`config.mk`:
```
export PLATFORM = sky130hd
export DESIGN_NAME = draw_cmdfetch_flat
export DESIGN_NICKNAME = d
export VERILOG_FILES = /design/src/rtl/draw_cmdfetch_if.sv /design/src/rtl/draw_cmdfetch.sv /design/src/flat_wrapper.sv
export SDC_FILE = /design/constraint.sdc
export NUM_CORES = 1
export LEC_CHECK = 0
export CAP_MARGIN = 20
export CELL_PAD_IN_SITES_DETAIL_PLACEMENT = 1
export CELL_PAD_IN_SITES_GLOBAL_PLACEMENT = 2
export CORE_MARGIN = 2
export CORE_UTILIZATION = 27
export DETAILED_ROUTE_END_ITERATION = 6
export GPL_ROUTABILITY_DRIVEN = 0
export GPL_TIMING_DRIVEN = 0
export MAX_ROUTING_LAYER = met4
export PLACE_DENSITY = 0.86
export SLEW_MARGIN = 10
export SYNTH_ARGS = -nofsm -noshare
export SYNTH_HDL_FRONTEND = slang
export SYNTH_SLANG_ARGS = --single-unit
```
`constraint.sdc`:
```
create_clock -name CLK -period 3.3 [get_ports CLK]
set_clock_uncertainty 0.1 [all_clocks]
set_input_delay 0.66 -clock CLK [delete_from_list [all_inputs] [get_ports CLK]]
set_output_delay 0.66 -clock CLK [all_outputs]
set_load 0.03 [all_outputs]
```
`src/rtl/draw_cmdfetch_if.sv`:
```
`default_nettype none
// ============================================================================
// Module      : draw_cmdfetch_if
// Description : Bus bundle between the draw command fetcher, the command FIFO
//               (show-ahead read side) and the draw engine.
//               master = fetcher side, slave = FIFO/engine side.
// Signals     : CMD_RDATA  [31:0] FIFO head word, valid while CMD_EMPTY=0
//               CMD_EMPTY         FIFO empty
//               CMD_RD_EN         pop request (consumes head word this cycle)
//               OP_VALID          decoded operation valid
//               OP_READY          engine accepts operation
//               OP_CODE    [7:0]  opcode
//               OP_ARG     [23:0] header argument
//               OP_P0/OP_P1[31:0] parameter words (0 when unused)
//               ENG_BUSY          engine still rendering
// Revision    : 1.0 - initial release
// ============================================================================
interface draw_cmdfetch_if;
  logic [31:0] CMD_RDATA;
  logic        CMD_EMPTY;
  logic        CMD_RD_EN;
  logic        OP_VALID;
  logic        OP_READY;
  logic [7:0]  OP_CODE;
  logic [23:0] OP_ARG;
  logic [31:0] OP_P0;
  logic [31:0] OP_P1;
  logic        ENG_BUSY;

  modport master (
    input  CMD_RDATA, CMD_EMPTY, OP_READY, ENG_BUSY,
    output CMD_RD_EN, OP_VALID, OP_CODE, OP_ARG, OP_P0, OP_P1
  );

  modport slave (
    output CMD_RDATA, CMD_EMPTY, OP_READY, ENG_BUSY,
    input  CMD_RD_EN, OP_VALID, OP_CODE, OP_ARG, OP_P0, OP_P1
  );
endinterface
`default_nettype wire

```
`src/rtl/draw_cmdfetch.sv`:
```
`default_nettype none
// ============================================================================
// Module      : draw_cmdfetch
// Description : Fetches a draw command list from a show-ahead FIFO, decodes
//               header + parameter words and hands each operation to the
//               draw engine with a valid/ready handshake. An EOD opcode waits
//               for the engine to go idle and then pulses DRAW_DONE.
// Ports       : CLK        system clock (rising edge)
//               ARST       asynchronous active-high reset
//               REG_EXE    execute enable level (sampled only when idle)
//               REG_RST    synchronous soft reset
//               bus        draw_cmdfetch_if.master (FIFO + engine signals)
//               DRAW_BUSY  list execution in progress
//               DRAW_DONE  one-cycle pulse at end of list
//               CMD_ERR    sticky unknown-opcode flag
// Revision    : 1.0 - initial release
// ============================================================================
module draw_cmdfetch (
  input  logic            CLK,
  input  logic            ARST,
  input  logic            REG_EXE,
  input  logic            REG_RST,
  draw_cmdfetch_if.master bus,
  output logic            DRAW_BUSY,
  output logic            DRAW_DONE,
  output logic            CMD_ERR
);

  typedef enum logic [2:0] {
    S_IDLE  = 3'd0,
    S_HDR   = 3'd1,
    S_PARAM = 3'd2,
    S_ISSUE = 3'd3,
    S_DRAIN = 3'd4
  } state_t;

  localparam logic [7:0] OPC_NOP      = 8'h00;
  localparam logic [7:0] OPC_SETFRAME = 8'h01;
  localparam logic [7:0] OPC_SETCOLOR = 8'h02;
  localparam logic [7:0] OPC_RECT     = 8'h03;
  localparam logic [7:0] OPC_EOD      = 8'h0F;

  function automatic logic [1:0] param_count(input logic [7:0] opc);
    case (opc)
      OPC_SETFRAME, OPC_RECT: param_count = 2'd2;
      OPC_SETCOLOR:           param_count = 2'd1;
      default:                param_count = 2'd0;
    endcase
  endfunction

  function automatic logic opc_known(input logic [7:0] opc);
    case (opc)
      OPC_NOP, OPC_SETFRAME, OPC_SETCOLOR, OPC_RECT, OPC_EOD: opc_known = 1'b1;
      default:                                                opc_known = 1'b0;
    endcase
  endfunction

  state_t      state_q, state_d;
  logic        idx_q, idx_d;        // index of the next parameter word
  logic [7:0]  code_q, code_d;
  logic [23:0] arg_q, arg_d;
  logic [31:0] p0_q, p0_d;
  logic [31:0] p1_q, p1_d;
  logic        valid_q, valid_d;
  logic        busy_q, busy_d;
  logic        done_q, done_d;
  logic        err_q, err_d;

  logic [7:0]  hdr_opc;
  assign hdr_opc = bus.CMD_RDATA[31:24];

  always_comb begin
    state_d = state_q;
    idx_d   = idx_q;
    code_d  = code_q;
    arg_d   = arg_q;
    p0_d    = p0_q;
    p1_d    = p1_q;
    valid_d = valid_q;
    done_d  = 1'b0;
    err_d   = err_q;

    case (state_q)
      S_IDLE: begin
        if (REG_EXE) begin
          state_d = S_HDR;
          err_d   = 1'b0;
        end
      end

      S_HDR: begin
        if (!bus.CMD_EMPTY) begin
          code_d = hdr_opc;
          arg_d  = bus.CMD_RDATA[23:0];
          // Unused parameter slots must read as zero for the new operation.
          p0_d   = '0;
          p1_d   = '0;
          idx_d  = 1'b0;
          if (!opc_known(hdr_opc)) begin
            err_d = 1'b1;
          end else if (hdr_opc == OPC_EOD) begin
            state_d = S_DRAIN;
          end else if (param_count(hdr_opc) != 2'd0) begin
            state_d = S_PARAM;
          end
        end
      end

      S_PARAM: begin
        if (!bus.CMD_EMPTY) begin
          if (idx_q) begin
            p1_d = bus.CMD_RDATA;
          end else begin
            p0_d = bus.CMD_RDATA;
          end
          if (({1'b0, idx_q} + 2'd1) == param_count(code_q)) begin
            state_d = S_ISSUE;
            valid_d = 1'b1;
            idx_d   = 1'b0;
          end else begin
            idx_d = 1'b1;
          end
        end
      end

      S_ISSUE: begin
        if (bus.OP_READY) begin
          valid_d = 1'b0;
          state_d = S_HDR;
        end
      end

      S_DRAIN: begin
        if (!bus.ENG_BUSY) begin
          done_d  = 1'b1;
          state_d = S_IDLE;
        end
      end

      default: state_d = S_IDLE;
    endcase

    // Soft reset abandons everything, including a pending handshake.
    if (REG_RST) begin
      state_d = S_IDLE;
      idx_d   = 1'b0;
      code_d  = '0;
      arg_d   = '0;
      p0_d    = '0;
      p1_d    = '0;
      valid_d = 1'b0;
      done_d  = 1'b0;
      err_d   = 1'b0;
    end

    // Busy is registered alongside the state so it is low in the DONE cycle.
    busy_d = (state_d != S_IDLE);
  end

  always_ff @(posedge CLK or posedge ARST) begin
    if (ARST) begin
      state_q <= S_IDLE;
      idx_q   <= 1'b0;
      code_q  <= '0;
      arg_q   <= '0;
      p0_q    <= '0;
      p1_q    <= '0;
      valid_q <= 1'b0;
      busy_q  <= 1'b0;
      done_q  <= 1'b0;
      err_q   <= 1'b0;
    end else begin
      state_q <= state_d;
      idx_q   <= idx_d;
      code_q  <= code_d;
      arg_q   <= arg_d;
      p0_q    <= p0_d;
      p1_q    <= p1_d;
      valid_q <= valid_d;
      busy_q  <= busy_d;
      done_q  <= done_d;
      err_q   <= err_d;
    end
  end

  // Pops are only possible in HDR/PARAM, so none can happen while OP_VALID=1.
  assign bus.CMD_RD_EN = ((state_q == S_HDR) || (state_q == S_PARAM)) && !bus.CMD_EMPTY;

  assign bus.OP_VALID = valid_q;
  assign bus.OP_CODE  = code_q;
  assign bus.OP_ARG   = arg_q;
  assign bus.OP_P0    = p0_q;
  assign bus.OP_P1    = p1_q;
  assign DRAW_BUSY    = busy_q;
  assign DRAW_DONE    = done_q;
  assign CMD_ERR      = err_q;

endmodule
`default_nettype wire

```
`src/flat_wrapper.sv`:
```
// flat-port wrapper written by rule: the top's interface ports become plain ports
module draw_cmdfetch_flat 
  (CLK, ARST, REG_EXE, REG_RST, DRAW_BUSY, DRAW_DONE, CMD_ERR, bus_CMD_RDATA, bus_CMD_EMPTY, bus_OP_READY, bus_ENG_BUSY, bus_CMD_RD_EN, bus_OP_VALID, bus_OP_CODE, bus_OP_ARG, bus_OP_P0, bus_OP_P1);
  draw_cmdfetch_if bus_i ();
  input  logic CLK;
  input  logic ARST;
  input  logic REG_EXE;
  input  logic REG_RST;
  output logic DRAW_BUSY;
  output logic DRAW_DONE;
  output logic CMD_ERR;
  input wire logic [$bits(bus_i.CMD_RDATA)-1:0] bus_CMD_RDATA;
  input wire logic [$bits(bus_i.CMD_EMPTY)-1:0] bus_CMD_EMPTY;
  input wire logic [$bits(bus_i.OP_READY)-1:0] bus_OP_READY;
  input wire logic [$bits(bus_i.ENG_BUSY)-1:0] bus_ENG_BUSY;
  output wire logic [$bits(bus_i.CMD_RD_EN)-1:0] bus_CMD_RD_EN;
  output wire logic [$bits(bus_i.OP_VALID)-1:0] bus_OP_VALID;
  output wire logic [$bits(bus_i.OP_CODE)-1:0] bus_OP_CODE;
  output wire logic [$bits(bus_i.OP_ARG)-1:0] bus_OP_ARG;
  output wire logic [$bits(bus_i.OP_P0)-1:0] bus_OP_P0;
  output wire logic [$bits(bus_i.OP_P1)-1:0] bus_OP_P1;
  assign bus_i.CMD_RDATA = bus_CMD_RDATA;
  assign bus_i.CMD_EMPTY = bus_CMD_EMPTY;
  assign bus_i.OP_READY = bus_OP_READY;
  assign bus_i.ENG_BUSY = bus_ENG_BUSY;
  assign bus_CMD_RD_EN = bus_i.CMD_RD_EN;
  assign bus_OP_VALID = bus_i.OP_VALID;
  assign bus_OP_CODE = bus_i.OP_CODE;
  assign bus_OP_ARG = bus_i.OP_ARG;
  assign bus_OP_P0 = bus_i.OP_P0;
  assign bus_OP_P1 = bus_i.OP_P1;
  draw_cmdfetch u_core (.CLK(CLK), .ARST(ARST), .REG_EXE(REG_EXE), .REG_RST(REG_RST), .bus(bus_i), .DRAW_BUSY(DRAW_BUSY), .DRAW_DONE(DRAW_DONE), .CMD_ERR(CMD_ERR));
endmodule
```
Word level (Yosys, flattened, before mapping)
Cells that the tools add are included.

Bits in registers: 104. Input port bits: 39. Output and inout port bits: 101. Word-level logic and storage cells: 107.

$add $sub $neg: 1. Eq/ne operators: 21. Muxes and demuxes: 55. Reduce and logical (&&, ||, !) cells: 20.

Operators by type and width (count): $mux 32 (7); $pmux 32 s2 (2); $mux 24 (3); $eq 8x2->1 const B (4); $mux 3 (10); $mux 8 (3); $mux 1 (18); $ne 3x3->1 const B (6); $eq 8x1->1 const B (2); $reduce_and 4->1 (4); $pmux 3 s5 (1); $mux 2 (6); $reduce_bool 3->1 (4); $eq 8x4->1 const B (1); $logic_not 8->1 (1); $pmux 2 s2 (2); $eq 3x2->1 const B (2); $ne 3x2->1 const B (2); $pmux 1 s2 (3); $reduce_or 5->1 (1); $reduce_bool 2->1 (2); $reduce_or 2->1 (2); $eq 3x1->1 const B (1); $eq 3x3->1 const B (1); 9 further kinds (9).

Longest topological paths before layout
Depth in word-level cells: 16. Depth in mapped cells: 6.

Worst setup path after synthesis
OpenSTA, ideal clock, no wires.

Kind: input -> register. From: input port REG_RST. To: register u_core.p1_q[20], in the netlist u_core.bus.OP_P1[20]. Setup time: 0.125 ns. Data arrival time: 1.882 ns. Path slack: 1.193 ns. Stages: 5. Cell sequence: nor4b_4 -> inv_1 -> o22ai_2 -> buf_6 -> mux2_2.

Word-level cells in the longest chain between the ends: 2.

Ends and longest elaborated chain: start: declaration (line flat_wrapper.sv:8) `input logic REG_RST;`; $ne 3x2->1 (no source line), or another cell as far along; $reduce_and 4->1 (no source line); end signal: assignment (line draw_cmdfetch.sv:178) `p1_q <= p1_d;`; end: declaration (line draw_cmdfetch.sv:63) `logic [31:0] p1_q, p1_d;`.

Several ways; a longest one is shown, not always the timed one. A chain may end at the register's enable or synchronous reset.

Worst setup path in the final report
From: input port bus_CMD_EMPTY. To: output port bus_CMD_RD_EN.

Word-level cells in the longest chain between the ends: 2.

Ends and longest elaborated chain: start: declaration (line flat_wrapper.sv:13) `input wire logic [$bits(bus_i.CMD_EMPTY)-1:0] bus_CMD_EMPTY;`; $logic_not 1->1; $logic_and 1x1->1 (line draw_cmdfetch.sv:187) `assign bus.CMD_RD_EN = ((state_q == S_HDR) || (state_q == S_PARAM)) && !bus.CMD_EMPTY;`; end: declaration (line flat_wrapper.sv:16) `output wire logic [$bits(bus_i.CMD_RD_EN)-1:0] bus_CMD_RD_EN;`.

Every way passes these cells.

==> metrics.md <==
| Metric | Value |
|---|---|
| GR Util All Layers | 0.159 |
| CTS Buf Count | 9 |
| Cells on worst reg2reg path | 5 |
| Yosys cell types | 40 |
| # IOs | between 100 and 150 |
| Compound-Gate Fraction of Synth Area | 0.0762 |
| Core ar. | roughly 0.016 sq mm |
| Drt wl/cell | 18.0 microns |
| Main combinational cell family by area after synthesis | multiplexers |
| Largest cells by area after synthesis | dfrtp_1, mux2_2, nand2_1 |
| Critical R2R Capture | u_core.bus.OP_P1[20]$_DFFE_PP0P_ |
| Post-synth top flop | dfrtp_1 |
| Area delta synth->final | 45.3% |
| Sequential power share | 0.471 |
| Std cell rows | 47 |
| Die height | between 100 and 150 microns |
| Final ANT Viol Nets | 0 |
| Setup Total Neg Slack | 0 ns |
| WHS Endpoint | u_core.bus.OP_P0[13]$_DFFE_PP0P_ |
| CTS HTree Levels | 3 |
| Sink Count | about 100 |
| Internal power | between 0.002 and 0.0025 W |
| Synthesized area per cell | roughly 12 sq um |
| Simple-gate area share of the yosys netlist | 0.144 |
| RSZ-0062 raised after global routing | false |
| DP Wirelength | just under 10000 microns |
| Flops & latches, synth | 104 |
| GR Overflow Total | 0 |
| Initial drt markers | 88 |
| Yosys top cell area share | 0.580 |
| Leakage power total | between 2 and 3 nW |
| Initial Util | 0.273 |
| CTS tree | done |
| Final setup vio count | 0 |
| Yosys warning count | 0 |
| CP endpoint kind | primary output |
| Synth area leader | dfrtp_1 |
| Crit share post-route | 0.926 |
| Die X-Extent | approximately 130 microns |
| Post-Syn Nets | around 410 |
| Port Buffers | approximately 140 |
| Post-CTS sizing | 0 |
| Post-synthesis sequential area ratio | 0.580 |
| Power per cell area | roughly 420 mW/mm^2 |
| Via density | around 4.5 |
| DR DRC count | 0 |
| Fillers | roughly 1800 |
| Critical Path RT | between 2 and 3 ns |
| Number of global-route vias before repair | between 3000 and 4000 |
| Clock network power share | 0.420 |
| Clk buf depth | 2 |
| Final core utilization | 0.397 |
| Crit-path max FO | 5 |
| Outcome | finished clean |
| Synth Cell Area | 0.00448 sq mm |
| WS Path Type | in -> out |
| Setup Fix Bufs, Post-CTS | 0 |
| Antenna diode count | 0 |
| Worst hold slack | 0.393 ns |
| Synth Area in XOR/XNOR | 0.00195 |
| CP Launch Type | primary input |
| Multiplexer area fraction after synthesis | 0.161 |
| Pre-Repair DR Iteration Count | 4 |
| Fmax | ~330 MHz |
| Fin nets | 564 |
| Max-cap check violation count | 0 |
| P_sw | 0.000646 W |
| Clock Tree Root | clkbuf_16 |
| Clk pin slew, worst setup/hold paths | about 0.07 ns |
| Post-Synth Adder-Cell Area | 0 |
| Worst flop-to-flop path startpoint | u_core.state_q[2]$_DFF_PP0_ |
| EDFF count, synth | 0 |
| Die area | about 0.018 sq mm |
| Final worst path period need | just over 3 ns |
| Switching Share | 0.233 |
| Fin. max-slew vios | 0 |
| Worst-margin pin slew | just under 1 ns |
| First-pass GRT wire length | 21300 microns |
| Drt total wl | roughly 13000 microns |
| WP data arrival | 2.30 ns |
| DR vias | 3402 |
| HP Class | reg -> reg |
| Slew margin rel. | 0.356 |
| HP Start | u_core.bus.OP_P0[13]$_DFFE_PP0P_ |
| Largest net degree at the start of global routing | 39 |
| Initial antenna violation count | 0 |
| Mapped Cells | 373 |
| Final hold vios | 0 |
| Worst-skew pair later-pin latency | around 0.34 ns |
| Ys async rst share | 1.00 |
| Logic pwr share | 0.109 |
| Worst IR drop on VDD | ~0.00022 V |
| Hold buffer count at CTS | 0 |
| Reg-to-reg slack, setup | between 0.9 and 1 ns |
| Hold depth | 1 |
| Share of post-route cells with drive strength above 1 | 0.191 |
-- cell type report --
class,count,area [sq um],area share
flip-flops and latches,104,2600,0.399
multi-input cells,242,1720,0.263
repair buffers,141,1430,0.220
well taps,220,275,0.0422
clock buffers,12,256,0.0394
plain buffers,22,148,0.0227
clock inverters,3,65.1,0.00998
inverters,5,22.5,0.00346
-- routing by layer --
| metal | global-route usage | routed length (microns) | up-vias |
|---|---|---|---|
| li1 | - | - | 1570 |
| met1 | 0.193 | 5840 | 1724 |
| met2 | 0.261 | 6670 | 93 |
| met3 | 0.0425 | 783 | 15 |
| met4 | 0.0460 | 171 | 0 |
| met5 | - | 0 | - |
-- metrics by stage --
stage	instance area, sq um	instances	power, W	setup slack, ns
after floorplan	4490	373	0.00149	1.19
final	6520	749	0.00277	0.245
after global placement	6150	732	0.00162	0.209
after global routing	6520	749	0.00288	0.168
after CTS	6520	749	0.00282	0.224
after detailed placement	6190	734	0.00164	0.151
-- synthesized netlist by cell type, types with 2 or more instances --
library cell / instances
or2_2: 2
dfrtp_1: 104
nand2_1: 68
or3b_2: 2
o21ai_0: 3
buf_6: 8
a21oi_1: 36
a31oi_1: 2
mux2_1: 2
mux2_2: 62
and2_1: 33
clkbuf_1: 12
nor2_1: 6
nor3b_1: 3
inv_1: 5
-- kinds of logic after synthesis --
kind of cell              Yosys count
buffers and inverters              27
and+or+nand+nor                   124
AOI/OAI and AO/OA                  53
DFF                               104
xor gates and xnor gates            1
muxes                              64
-- worst max-delay path by stage --
stage | from | to | slack [ns] | cells after the start
after floorplan | REG_RST | u_core.bus.OP_P1[20]$_DFFE_PP0P_ | 1.19 | 5
after global placement | REG_RST | u_core.bus.OP_P1[0]$_DFFE_PP0P_ | 0.21 | 6
after detailed placement | REG_RST | u_core.bus.OP_P1[21]$_DFFE_PP0P_ | 0.15 | 6
after CTS | bus_CMD_EMPTY | bus_CMD_RD_EN | 0.22 | 3
after global routing | bus_CMD_EMPTY | bus_CMD_RD_EN | 0.17 | 3
final | bus_CMD_EMPTY | bus_CMD_RD_EN | 0.24 | 3
-- cell usage in the layout (no fill, tap or decap), types with 2 or more instances in the layout --
cell type	count
clkdlybuf4s50_1	139
nor2_1	6
or3b_2	2
bufinv_16	2
a21oi_1	36
and2_1	33
buf_12	2
clkbuf_16	9
mux2_1	2
o21ai_0	3
clkbuf_8	2
a31oi_1	2
nor3b_1	3
buf_6	8
mux2_2	62
dfrtp_1	104
or2_2	2
clkbuf_1	13
nand2_1	68
inv_1	4
-- power groups by stage --
| stage | Combinational (W) | Clock [W] | Sequential (W) |
|---|---|---|---|
| 2_1_floorplan | 0.000125 | 0 | 0.00136 |
| 3_3_place_gp | 0.000295 | 0 | 0.00133 |
| 3_5_place_dp | 0.000308 | 0 | 0.00133 |
| 4_1_cts | 0.000309 | 0.00120 | 0.00130 |
| 5_1_grt | 0.000327 | 0.00125 | 0.00131 |
| 6_report | 0.000301 | 0.00116 | 0.00130 |
-- worst max-delay path: stages --
cell and delay, ns:
clkdlybuf4s50_1 0.52, nor3_4 0.34, clkdlybuf4s50_1 0.77
-- sequential cells by signal, summed over array words and instances, names as in the netlist --
name	cells
u_core.bus.OP_P0	32
u_core.bus.OP_P1	32
u_core.bus.OP_ARG	24
u_core.bus.OP_CODE	8
u_core.state_q	3
u_core.CMD_ERR	1
u_core.DRAW_BUSY	1
u_core.DRAW_DONE	1
u_core.bus.OP_VALID	1
u_core.idx_q	1
No activity file was read; power rests on OpenSTA's default activity.
